### src/rtl/regfile_wb_sched_pkg.sv
// Shared types for the register-file writeback scheduler.
// Address/data widths, writeback request bundle and source ids.
package regfile_wb_sched_pkg;

  typedef logic [4:0]  regaddr_t;
  typedef logic [31:0] u32_t;

  localparam int NUM_REGS = 32;

  typedef struct packed {
    regaddr_t addr;
    u32_t     data;
  } wb_req_t;

  typedef enum logic {
    WB_ALU = 1'b0,
    WB_LSU = 1'b1
  } wb_src_e;

endpackage

### src/rtl/regfile_wb_sched_if.sv
// Writeback, issue and decode-hazard signals of the scheduler.
// master drives requests; slave is the scheduler.
interface regfile_wb_sched_if;
  import regfile_wb_sched_pkg::*;

  logic     alu_valid;
  logic     alu_ready;
  regaddr_t alu_addr;
  u32_t     alu_data;
  logic     lsu_valid;
  logic     lsu_ready;
  regaddr_t lsu_addr;
  u32_t     lsu_data;
  logic     issue_valid;
  logic     issue_ready;
  regaddr_t issue_addr;
  regaddr_t ra_addr;
  regaddr_t rb_addr;
  logic     ra_busy;
  logic     rb_busy;
  regaddr_t rd_addr;
  u32_t     rd_data;

  modport master (
    output alu_valid, alu_addr, alu_data,
    output lsu_valid, lsu_addr, lsu_data,
    output issue_valid, issue_addr,
    output ra_addr, rb_addr,
    input  alu_ready, lsu_ready, issue_ready,
    input  ra_busy, rb_busy,
    input  rd_addr, rd_data
  );

  modport slave (
    input  alu_valid, alu_addr, alu_data,
    input  lsu_valid, lsu_addr, lsu_data,
    input  issue_valid, issue_addr,
    input  ra_addr, rb_addr,
    output alu_ready, lsu_ready, issue_ready,
    output ra_busy, rb_busy,
    output rd_addr, rd_data
  );

endinterface

### src/rtl/regfile_wb_sched_wb_arb2.sv
// Two-requester arbiter, round-robin or fixed LSU priority.
// Bit WB_ALU / WB_LSU of req and gnt belong to each source.
module wb_arb2
  import regfile_wb_sched_pkg::*;
#(
  parameter bit FIXED = 1'b0
) (
  input  logic       clk,
  input  logic       rst,
  input  logic [1:0] req,
  output logic [1:0] gnt
);

  logic pref_lsu;
  logic both;

  assign both = req[WB_ALU] & req[WB_LSU];

  always_comb begin
    gnt = req;
    if (both) begin
      gnt = (FIXED || pref_lsu) ? 2'b10 : 2'b01;
    end
  end

  // Pointer moves only when both sources compete.
  always_ff @(posedge clk or posedge rst) begin
    if (rst) begin
      pref_lsu <= 1'b0;
    end else if (both) begin
      pref_lsu <= gnt[WB_ALU];
    end
  end

endmodule

### src/rtl/regfile_wb_sched.sv
// Register-file write-port scheduler with per-register busy scoreboard.
// Arbitrates ALU/LSU writebacks into a one-cycle output stage.
module regfile_wb_sched
  import regfile_wb_sched_pkg::*;
#(
  parameter int NUM_REGS       = regfile_wb_sched_pkg::NUM_REGS,
  parameter int LSU_FIXED_PRIO = 0
) (
  input  logic              clk,
  input  logic              rst,
  regfile_wb_sched_if.slave bus
);

  if (NUM_REGS != (1 << $bits(regaddr_t))) begin : g_bad_size
    $error("NUM_REGS must equal 2**width of regaddr_t");
  end

  wb_req_t             alu_req;
  wb_req_t             lsu_req;
  wb_req_t             win_req;
  logic [1:0]          req;
  logic [1:0]          gnt;
  logic                accept;
  logic                issue_fire;
  logic [NUM_REGS-1:0] busy;
  logic [NUM_REGS-1:0] busy_nxt;
  regaddr_t            rd_addr_q;
  u32_t                rd_data_q;

  assign alu_req = '{addr: bus.alu_addr, data: bus.alu_data};
  assign lsu_req = '{addr: bus.lsu_addr, data: bus.lsu_data};

  assign req[WB_ALU] = bus.alu_valid;
  assign req[WB_LSU] = bus.lsu_valid;

  wb_arb2 #(
    .FIXED (LSU_FIXED_PRIO != 0)
  ) u_arb (
    .clk (clk),
    .rst (rst),
    .req (req),
    .gnt (gnt)
  );

  assign bus.alu_ready = gnt[WB_ALU];
  assign bus.lsu_ready = gnt[WB_LSU];
  assign accept        = |gnt;
  assign win_req       = gnt[WB_LSU] ? lsu_req : alu_req;

  always_ff @(posedge clk or posedge rst) begin
    if (rst) begin
      rd_addr_q <= '0;
      rd_data_q <= '0;
    end else begin
      rd_addr_q <= accept ? win_req.addr : '0;
      if (accept) begin
        rd_data_q <= win_req.data;
      end
    end
  end

  assign bus.rd_addr = rd_addr_q;
  assign bus.rd_data = rd_data_q;

  // A committing register still reads busy, so a WAW reissue waits a cycle.
  assign bus.issue_ready = (bus.issue_addr == '0) | ~busy[bus.issue_addr];
  assign issue_fire      = bus.issue_valid & bus.issue_ready;

  always_comb begin
    busy_nxt = busy;
    if (rd_addr_q != '0) begin
      busy_nxt[rd_addr_q] = 1'b0;
    end
    if (issue_fire) begin
      busy_nxt[bus.issue_addr] = 1'b1;
    end
    busy_nxt[0] = 1'b0;
  end

  always_ff @(posedge clk or posedge rst) begin
    if (rst) begin
      busy <= '0;
    end else begin
      busy <= busy_nxt;
    end
  end

  assign bus.ra_busy = busy[bus.ra_addr];
  assign bus.rb_busy = busy[bus.rb_addr];

  // Every committed writeback must target a reserved register.
  a_wb_reserved: assert property (
    @(posedge clk) disable iff (rst)
    (rd_addr_q != '0) |-> busy[rd_addr_q]
  );

endmodule

### src/flat_wrapper.sv
// flat-port wrapper written by rule: the top's interface ports become plain ports
module regfile_wb_sched_flat import regfile_wb_sched_pkg::*;
#(
  parameter int NUM_REGS       = regfile_wb_sched_pkg::NUM_REGS,
  parameter int LSU_FIXED_PRIO = 0
)
  (clk, rst, bus_alu_valid, bus_alu_addr, bus_alu_data, bus_lsu_valid, bus_lsu_addr, bus_lsu_data, bus_issue_valid, bus_issue_addr, bus_ra_addr, bus_rb_addr, bus_alu_ready, bus_lsu_ready, bus_issue_ready, bus_ra_busy, bus_rb_busy, bus_rd_addr, bus_rd_data);
  regfile_wb_sched_if bus_i ();
  input  logic clk;
  input  logic rst;
  input wire logic [$bits(bus_i.alu_valid)-1:0] bus_alu_valid;
  input wire logic [$bits(bus_i.alu_addr)-1:0] bus_alu_addr;
  input wire logic [$bits(bus_i.alu_data)-1:0] bus_alu_data;
  input wire logic [$bits(bus_i.lsu_valid)-1:0] bus_lsu_valid;
  input wire logic [$bits(bus_i.lsu_addr)-1:0] bus_lsu_addr;
  input wire logic [$bits(bus_i.lsu_data)-1:0] bus_lsu_data;
  input wire logic [$bits(bus_i.issue_valid)-1:0] bus_issue_valid;
  input wire logic [$bits(bus_i.issue_addr)-1:0] bus_issue_addr;
  input wire logic [$bits(bus_i.ra_addr)-1:0] bus_ra_addr;
  input wire logic [$bits(bus_i.rb_addr)-1:0] bus_rb_addr;
  output wire logic [$bits(bus_i.alu_ready)-1:0] bus_alu_ready;
  output wire logic [$bits(bus_i.lsu_ready)-1:0] bus_lsu_ready;
  output wire logic [$bits(bus_i.issue_ready)-1:0] bus_issue_ready;
  output wire logic [$bits(bus_i.ra_busy)-1:0] bus_ra_busy;
  output wire logic [$bits(bus_i.rb_busy)-1:0] bus_rb_busy;
  output wire logic [$bits(bus_i.rd_addr)-1:0] bus_rd_addr;
  output wire logic [$bits(bus_i.rd_data)-1:0] bus_rd_data;
  assign bus_i.alu_valid = bus_alu_valid;
  assign bus_i.alu_addr = bus_alu_addr;
  assign bus_i.alu_data = bus_alu_data;
  assign bus_i.lsu_valid = bus_lsu_valid;
  assign bus_i.lsu_addr = bus_lsu_addr;
  assign bus_i.lsu_data = bus_lsu_data;
  assign bus_i.issue_valid = bus_issue_valid;
  assign bus_i.issue_addr = bus_issue_addr;
  assign bus_i.ra_addr = bus_ra_addr;
  assign bus_i.rb_addr = bus_rb_addr;
  assign bus_alu_ready = bus_i.alu_ready;
  assign bus_lsu_ready = bus_i.lsu_ready;
  assign bus_issue_ready = bus_i.issue_ready;
  assign bus_ra_busy = bus_i.ra_busy;
  assign bus_rb_busy = bus_i.rb_busy;
  assign bus_rd_addr = bus_i.rd_addr;
  assign bus_rd_data = bus_i.rd_data;
  regfile_wb_sched #(.NUM_REGS(NUM_REGS), .LSU_FIXED_PRIO(LSU_FIXED_PRIO)) u_core (.clk(clk), .rst(rst), .bus(bus_i));
endmodule
### config.mk
export PLATFORM = sky130hd
export DESIGN_NAME = regfile_wb_sched_flat
export DESIGN_NICKNAME = d
export VERILOG_FILES = /design/src/rtl/regfile_wb_sched_pkg.sv /design/src/rtl/regfile_wb_sched_if.sv /design/src/rtl/regfile_wb_sched_wb_arb2.sv /design/src/rtl/regfile_wb_sched.sv /design/src/flat_wrapper.sv
export SDC_FILE = /design/constraint.sdc
export NUM_CORES = 1
export LEC_CHECK = 0
export ABC_AREA = 1
export CORE_ASPECT_RATIO = 1.2
export CORE_MARGIN = 5
export CORE_UTILIZATION = 40
export DETAILED_ROUTE_END_ITERATION = 7
export GPL_ROUTABILITY_DRIVEN = 0
export MAX_ROUTING_LAYER = met4
export PLACE_DENSITY_LB_ADDON = 0.25
export SLEW_MARGIN = 20
export SYNTH_ARGS = -nofsm -noshare
export SYNTH_HDL_FRONTEND = slang
export SYNTH_SLANG_ARGS = --single-unit
### constraint.sdc
create_clock -name clk -period 3.1 [get_ports clk]
set_clock_uncertainty 0.1 [all_clocks]
set_input_delay 0.62 -clock clk [delete_from_list [all_inputs] [get_ports clk]]
set_output_delay 0.62 -clock clk [all_outputs]
set_load 0.005 [all_outputs]
# Word-level counts from Yosys, hierarchy flattened
# Cells that the tools add are included.
# word_totals
output_inout_bits	42
register_bits	69
input_bits	94
# op_classes
reduce_logical	5
n_lt_le_gt_ge	6
n_mux	16
bitwise_logic	7
# op_table
cell	n
32-bit 2-to-1 mux	2
37-bit 2-to-1 mux	1
32-bit bitwise AND	1
32-bit NOT	1
32-bit bitwise OR	1
5-bit by 6-bit < comparator with 1-bit output, second input constant	4
1-bit binary-select mux with 5-bit select	3
1-bit demux with 5-bit select	2
5-bit by 1-bit greater-or-equal comparator with 1-bit output, second input constant	2
5-bit logical NOT	1
1-bit 2-to-1 mux	5
5-bit 2-to-1 mux	1
5-bit nonzero test	1
2-bit 2-to-1 mux	2
1-bit bitwise AND	2
1-bit logical AND	2
2-bit OR reduction	1
1-bit NOT	1
1-bit bitwise OR	1

# Longest topological paths before layout
# Gate-level depths: netlist of the first run.
# logic_depth
word_depth	9
depth_mapped	13

# Cells and area by module
# Synthesis of the first run repeated with hierarchy kept, for this count alone.
# hier_totals
cells_unflattened	639
area_unflattened_um2	4355.4
# modules_own_cells
mod	area_each_um2	seq_area_each_um2	cells_each	n_inst
regfile_wb_sched	4290.4	1701.6	628	1
wb_arb2	65.1	25.0	11	1

# Least setup slack after synthesis of the first run
# Ideal clock, no wire load.
# synth_timing
kind	input port to output port
startpoint	in bus_issue_addr[0]
endpoint	out bus_issue_ready
slack_ns	0.883
t_arrival_ns	1.497
required_ns	2.380
stages	10
path_buffers	2
cell_sequence	buf_6 > buf_4 > nand2_1 > nand2_1 > nand2_1 > nand2_1 > nand2_1 > nand2_2 > nor2_4 > and2_1
# synth_via
elab_chain_cells	4
word_cells_on_any_way	5
classes_between	mux: 2; bitwise: 2; reduce/logical: 1
# synth_lines
element	line_no	source
start: declaration	flat_wrapper.sv:18	input wire logic [$bits(bus_i.issue_addr)-1:0] bus_issue_addr;
1-bit binary-select mux with 5-bit select	regfile_wb_sched.sv:66	assign bus.issue_ready = (bus.issue_addr == '0) | ~busy[bus.issue_addr];
1-bit 2-to-1 mux (not written as such)	regfile_wb_sched.sv:66	
1-bit NOT	regfile_wb_sched.sv:66	
1-bit bitwise OR *	regfile_wb_sched.sv:66	
end: declaration	flat_wrapper.sv:23	output wire logic [$bits(bus_i.issue_ready)-1:0] bus_issue_ready;
# Mark *: on every way between the ends. The rest lies on a longest branch, timed or not. The select of a mux whose other input is x is not followed.

# Final worst setup path of the first run
# layout_timing
startpoint	in bus_issue_addr[1]
endpoint	out bus_issue_ready
# Same word-level chain as after synthesis.

==> summary by stage, run 1 <==
Status
The run finished with clean final reports.

STA
The worst pin sits at a relative slew slack of 71.92%. The number of max-slew violations in the final report is 0. The slew at the pin with the worst max-slew slack is ~420 ps. Derived from the worst setup path, the maximum achievable clock frequency is 337.3 MHz. The count of final hold-check violations is 0.

Setup repair after global routing left no endpoint under its margin. The share of the clock period used by the worst path is 95.65%. The worst path meets setup with about 130 ps of slack. For the finished layout, the period the worst path requires is 2965 ps.

Setup total negative slack on the finished layout was measured at 0 ps. The final number of setup-violating endpoints is 0. The minimum hold slack is 404.7 ps.

Logic synthesis
In this run, synthesis produced a sequential element count of approximately 70. The Yosys step of the flow raised 0 warnings. The most instantiated library cell after synthesis is nand2_1. The count of unique library cells instantiated by Yosys is 24. The mean post-synth cell area is 7.103 um2. The dominant register cell in the synthesized netlist is dfrtp_1. The share of the Yosys chip area taken by registers is 41.13%. Counting flops with a built-in enable in the synthesized netlist gives 0. In the synthesized netlist the async set-or-reset flop fraction comes to 100.0%. The largest total area in the synthesized netlist belongs to dfrtp_1. The fraction of synthesized area in multiplexers is 0%. The adder and majority cell fraction of the synthesized area is 0%.

The largest family of logic cells by synthesized area is simple AND/OR/NAND/NOR gates. Yosys attributes the largest share of cell area to dfrtp_1 (41%), nand2_1 (18%), nand3_1 (10%). The synthesized netlist devotes 12.85% of its cell area to compound gates. The post-synth net total is 685.

The synthesized netlist devotes 0% of its cell area to XOR and XNOR gates. Synthesis produced a netlist whose cell count is 591. In the synthesized netlist, the cells that appear most often are nand2_1 (204), nand3_1 (85), dfrtp_1 (69). After synthesis the cells add up to 4198 um2.

In this run the biggest area consumer among cell types represents 41.13% of the synthesized area. The simple-gate area share of the yosys netlist is 38.21%.

Global routing
The first-pass GRT wire length is 23910 um. The final global-route overflow total is 0. The initial antenna violation count is 0.

The global-route usage over all layers is 23.82%. The number of global-route vias before repair came to approximately 4.9k. Entering global routing, the biggest net connects 70 pins.

Drt
The first-pass iteration count of the detailed router is 6. The violation count after the first detailed-route iteration is approximately 390. In the final routed layout, each cell accounts on average for around 17 um. The count of unresolved DRC violations after routing is 0. After detailed routing, the total wire length is 14620 um. The detail route stage leaves a number of antenna-violating nets equal to 0. The final route contains 4854 vias.

The routed via count divided by cell count is 5.579.

Run
The max-capacitance violation count is 0.

Critical path
STA classifies the critical path startpoint as an input pin. STA puts the critical path data required time at 2380 ps. Data arrives at the worst endpoint at 2250 ps. The worst setup path category is input pin to primary output. The kind of end point of the critical path is a primary output. The critical path goes through dlygate4sd2_1, nor2_1, nand2_1, nand3_1, nand2_1, nand2_1, nor2_4, and2_1, clkdlybuf4s50_1. The library cell appearing most often on the critical path is nand2_1. The maximum cell stage delay along the critical path is around 510 ps. The buffers plus inverters on the worst setup path is 2. Of all nets on the critical path, the largest fanout is 8. The family with the most delay on the worst path is buffers and inverters. The critical-path cell with the highest stage delay is clkdlybuf4s50_1. The critical path starts at bus_issue_addr[1].

The reg-to-reg critical path startpoint is u_core.busy[31].

Floorplan
The vertical extent of the die is 122.2 um. The die extent in x is 103.5 um. The region available for standard cell placement spans roughly 10000 um2.

The initialized floorplan defines a little over 40 standard-cell rows. The area of the die is 12650 um2. In this run the count of I/O pins placed on the die edge is 136. The effective utilization at floorplan is 40.31%.

Clock tree
Clock latency on the worst-skew pair, taken at its later pin, is 330 ps. Clock tree synthesis inserted a total of 9 buffers. The root buffer cell is clkbuf_16. The clock net sink count is 69. CTS built an H-tree with a depth of 3. The largest buffer count on any clock path is 2.

Clock-pin slew was measured on the worst setup and hold paths at ~60 ps. TritonCTS built the clock tree. In this run, post-CTS hold repair placed 0 buffers.

Cells and area
The area growth from synthesis to layout is 46.59%. The final non-filler cell total is 870. The total of fill cells in the finished design is 916. The count of nets after finishing is 830.

The number of inserted diodes is 0. In the final layout, the share of cells above drive strength 1 is 9.042%.

Placement
After detailed placement, the design holds a cell count of 850. The number of buffer cells added on primary ports is 135. Once detailed placement completed, the half-perimeter wirelength came to 10770 um.

OpenSTA, run right after detailed placement, puts the worst setup slack at -156.7 ps.

Min path
In this run the most critical hold path is launched from u_core.bus.rd_data[20]. The min-delay analysis places its worst path in the category flip-flop to flip-flop.

Pwr
The leakage power of the design is approximately 2.9 nW. IR analysis of the VDD net gives a maximum drop of 344.8 uV. The power density of the placed cells is between 500 and 600 nW/um2.
per-stage QoR:
stage,total power (W),instance area (um2),utilization [%]
floorplan,0.001943,4198,-
global placement,0.002453,5736,55.08
detailed placement,0.002492,5736,55.08
CTS,0.003611,6102,58.60
global route,0.003844,6153,59.09
finish,0.003614,6153,59.09
cell families (layout without fill, tap and decap cells):
kind of cell,Yosys count,in the layout
AND/OR/NAND/NOR,369,369
flip-flops,69,69
AO/OA/AOI/OAI,86,86
buffers and inverters,67,217
cell type report:
cell class | count | area [um2] | share of cell area [%]
Tap cell | 129 | 161.4 | 2.623
Multi-Input combinational cell | 455 | 2185 | 35.50
Timing Repair Buffer | 167 | 1622 | 26.35
Sequential cell | 69 | 1727 | 28.06
Inverter | 34 | 140.1 | 2.277
Clock buffer | 13 | 250.2 | 4.067
Clock inverter | 3 | 68.82 | 1.118
report_power, final:
part / switching [W] / internal, W / leakage (nW) / total, W
Clock: 0.000370 / 0.000728 / 0.154 / 0.00110
Sequential: 0.000292 / 0.00114 / 0.820 / 0.00144
Combinational: 0.000561 / 0.000520 / 1.89 / 0.00108
Total: 0.00122 / 0.00239 / 2.86 / 0.00361
worst register-to-register path: stages, from the launching register on:
cell and delay [ps]:
dfrtp_1 430, nand2_1 110, nand2_1 60, nand2_1 50, nand2_1 50, nand2_1 50, nand2_1 70, nor2_4 110
buf_4 340, nand4_1 180, nand2_1 90
metal layers:
| metal | vias to the layer above | share of wire [%] | GRT usage, % |
|---|---|---|---|
| li1 | 2291 | - | - |
| met1 | 2235 | 40 | 27.91 |
| met2 | 276 | 47 | 37.80 |
| met3 | 52 | 8.9 | 6.839 |
| met4 | 0 | 3.6 | 11.48 |
| met5 | - | 0 | - |
repair_timing:
item	CTS	global route
hold endpoints to repair	0	0
endpoints found under the setup margin	2	3
buffers inserted	1	3
gates resized for setup	14	14
pin swaps	2	0
gates cloned	0	0
path summary, 6_finish.rpt:
path                                          end  slack, ps  depth (start not counted)
setup / recovery                  bus_issue_ready        130                          9
hold / removal             u_core.bus.rd_data[20]        400                          2
setup reg to reg                   u_core.busy[3]       1390                         10
hold reg to reg            u_core.bus.rd_data[20]        400                          2
max in group asynchronous         u_core.busy[10]       2020                          3
min in group asynchronous  u_core.bus.rd_data[22]        570                          3
cells in the final DEF, fill, tap and decap left out, drive strengths merged:
cell / instances
nand2: 206
clkdlybuf4s50: 125
nand3: 85
dfrtp: 69
o21ai: 39
nor2: 37
inv: 33
a22oi: 32
buf: 32
nand4: 31
clkbuf: 14
nor3: 8
a21oi: 6
dlymetal6s2s: 6
a22o: 5
o211ai: 4
dlygate4sd2: 3
clkinv: 2
bufinv: 2
or2: 1
and2: 1
flip-flops by register name, summed over array words and instances (netlist names):
signal,flops
u_core.bus.rd_data,32
u_core.bus.rd_addr,5
u_core.u_arb.pref_lsu,1
u_core.busy,31
(Power assumes the default switching activity.)
==> run 2: changes to the inputs <==
--- a/config.mk
+++ b/config.mk
@@ -10,10 +10,9 @@
 export CORE_MARGIN = 5
 export CORE_UTILIZATION = 40
 export DETAILED_ROUTE_END_ITERATION = 7
-export GPL_ROUTABILITY_DRIVEN = 0
+export GPL_ROUTABILITY_DRIVEN = 1
 export MAX_ROUTING_LAYER = met4
 export PLACE_DENSITY_LB_ADDON = 0.25
-export SLEW_MARGIN = 20
 export SYNTH_ARGS = -nofsm -noshare
 export SYNTH_HDL_FRONTEND = slang
 export SYNTH_SLANG_ARGS = --single-unit
==> summary by stage, run 2 (same netlist as run 1, synthesis figures left out) <==
Critical path
The buffers plus inverters on the worst setup path is 3 (+1). The sort of element at the start of the critical path is an input pin. The worst setup path category is input pin to primary output. The family with the most delay on the worst path is buffers and inverters. The kind of end point of the critical path is a primary output. The critical path goes through clkdlybuf4s50_1, inv_1, o211ai_1, nand3_1, nand2_1, nand2_1, nand2_1, clkdlybuf4s50_1. The biggest fanout along the worst timing path is 5 (-3). Among all stages on the critical path, the largest delay is contributed by clkdlybuf4s50_1.

The cell that appears most often on the critical path is nand2_1. The required time of the critical path is 2380 ps (about the same). The data arrival time of the worst path is 2270 ps (+20 ps). The maximum cell stage delay along the critical path is 610 ps (+100 ps).

Pwr
The power density of the placed cells is 583.5 nW/um2 (-0.66%). The largest voltage drop on the vdd net was 324.7 uV (-5.8%). The total chip power is 0.003549 W (-1.8%). The leakage power of the design came to 2.811 nW (-1.8%).

Status
The flow ran to the end, and the final reports show no timing, DRC or antenna violations.

STA
The count of final hold-check violations was 0 (unchanged). Setup repair after global routing left no endpoint under its margin. The slew at the pin with the worst max-slew slack came to 407.9 ps (-12.27 ps).

The relative max-transition margin is 72.74% (+0.82 points). The final sum of negative setup slack was 0 ps (unchanged). The time the worst path needs with I/O delays and setup came to 2989 ps (+23.77 ps). The final number of setup-violating endpoints was 0 (unchanged). The upper clock frequency limit is 334.6 MHz (-0.80%).

The share of the clock period used by the worst path is 96.41% (+0.77 points). The number of max-slew violations in the final report came to 0 (unchanged).

Floorplan
The number of top-level pins was 136 (unchanged). The die extent in x came to 103.5 um (unchanged). The number of rows created at floorplan is 41 (unchanged). The floorplan core area is 10410 um2 (unchanged). The effective utilization at floorplan was 40.31% (unchanged). The vertical extent of the die is 122.2 um (unchanged). The area of the die is 12650 um2 (unchanged).

Cells and area
The area growth from synthesis to layout is 44.92%. The flip-flop count of the largest register, all copies and words added was 32 (unchanged). The library cell used most frequently in the layout, excluding fill and tap cells, is nand2_1. The number of inserted diodes was 0 (unchanged). The count of nets after finishing is 828 (-0.24%). The fraction of final layout cells with drive strength greater than 1 is 8.254% (-0.79 points). The post-route cell area is 6083 um2 (-1.1%). The top cell types in the final layout, fill and taps aside, are nand2_1 (204), clkdlybuf4s50_1 (129), nand3_1 (85), dfrtp_1 (69). The total of fill cells in the finished design is 956 (+4.4%).

Global routing
The final global-route overflow total is 0 (unchanged). The maximum number of pins on one net before global-route repair is 70 (unchanged). The number of global-route vias before repair is 4845 (-1.8%). The global-route usage over all layers is 23.42% (-0.40 points). The first-pass GRT wire length is 23480 um (-1.8%). The initial antenna violation count is 0 (unchanged).

Min path
The path class of the tightest hold or removal check is flip-flop to flip-flop.

Clock tree
The tree is rooted in a clkbuf_16. The TritonCTS buffer count is 9 (unchanged). The largest buffer count on any clock path came to 2 (unchanged). The clock net sink count was 69 (unchanged).

The clock-pin slew on the worst setup and hold paths is 60 ps (about the same). The clock insertion delay at the later pin of the skew report is 330 ps (about the same). The maximum level of the CTS H-tree is 3 (unchanged). TritonCTS built the clock tree.

Placement
The post-place instance area is 5743 um2 (+0.13%). The congestion estimate from routability-driven global placement came to 1.020. The number of buffer cells added on primary ports was 135 (unchanged).

The HPWL reported at the end of detailed placement was 10740 um (-0.32%).

Drt
The violation count after the first detailed-route iteration is 430 (+11%). The length of routed met2 wiring is 6638 um (-4.0%). The first-pass iteration count of the detailed router is 5 (-1). The number of vias in the routed layout is 4824 (-0.62%). The post-detailed-route wirelength per cell is 16.51 um (-1.8%).

The number of nets with antenna violations after routing is 0 (unchanged). The routed via count divided by cell count is 5.558 (-0.39%). The highest layer touched by signal routing is met4.

The detailed-routing wirelength on met1 is 5769 um (-1.8%). The met3 routed wirelength is 1426 um (+9.5%). The routed wire length came to 14330 um (-2.0%).

The count of unresolved DRC violations after routing is 0 (unchanged).

Run
The max-capacitance violation count is 0 (unchanged).
==> run 2: cell count changes in the layout (fill, tap and decap cells not counted), sizes merged <==
cell	delta
inv	+2
buf	-2
clkinv	+1
dlygate4sd2	+1
clkdlybuf4s50	+4
dlymetal6s2s	-4
clkbuf	-3
bufinv	-1
==> run 2: final timing paths <==
kind,start,cells after the start,to,slack (ps)
max in group asynchronous,rst,3,u_core.busy[25],2030
min,u_core.bus.rd_data[22],2,u_core.bus.rd_data[22],410
min in group asynchronous,rst,3,u_core.bus.rd_data[21],580
max,bus_rb_addr[2],8,bus_rb_busy,110
max reg2reg,u_core.busy[31],10,u_core.busy[27],1440
min reg2reg,u_core.bus.rd_data[22],2,u_core.bus.rd_data[22],410
==> run 2: area by class of cell <==
type                            count  area, um2  area share, %
Tap cell                          129      161.4          2.653
Sequential cell                    69       1727          28.38
Timing Repair Buffer              165       1597          26.24
Inverter                           34      135.1          2.221
Clock inverter                      5      57.56         0.9461
Clock buffer                       11      252.7          4.155
Multi-Input combinational cell    455       2153          35.40
==> run 2: metal layers <==
layer,vias to the layer above,global-route usage [%]
li1,2294,-
met2,280,35.89
met5,-,-
met3,42,5.786
met1,2208,28.68
met4,0,12.39
==> run 2: stage by stage <==
stage,hold WS [ps],utilization [%],std cells,setup slack (ps)
6_report,405.8,58.42,868,111.2
5_1_grt,429.9,58.42,868,20.08
4_1_cts,409.6,58.31,868,13.92
3_5_place_dp,395.7,55.15,851,-152.5
3_3_place_gp,376.3,55.15,851,-131.9
2_1_floorplan,362.8,-,591,640.1
==> run 2: where the power goes <==
part / total [W] / internal, W / switching [W]
registers: 0.00143 / 0.00114 / 0.000288
logic: 0.00106 / 0.000516 / 0.000549
clock network: 0.00105 / 0.000667 / 0.000386
==> run 2: repair_timing <==
item | in CTS | in global routing
setup buffers | 0 | 0
endpoints found under the hold margin | 0 | 0
gates resized for setup | 9 | 4
gates cloned | 1 | 0
hold buffers | 0 | 0
setup endpoints to repair | 2 | 1
==> run 2: tightest hold or removal path, stage by stage, from the launching register on <==
cell     delay, ps
dfrtp_1        340
nand3_1         70
nand2_1         60
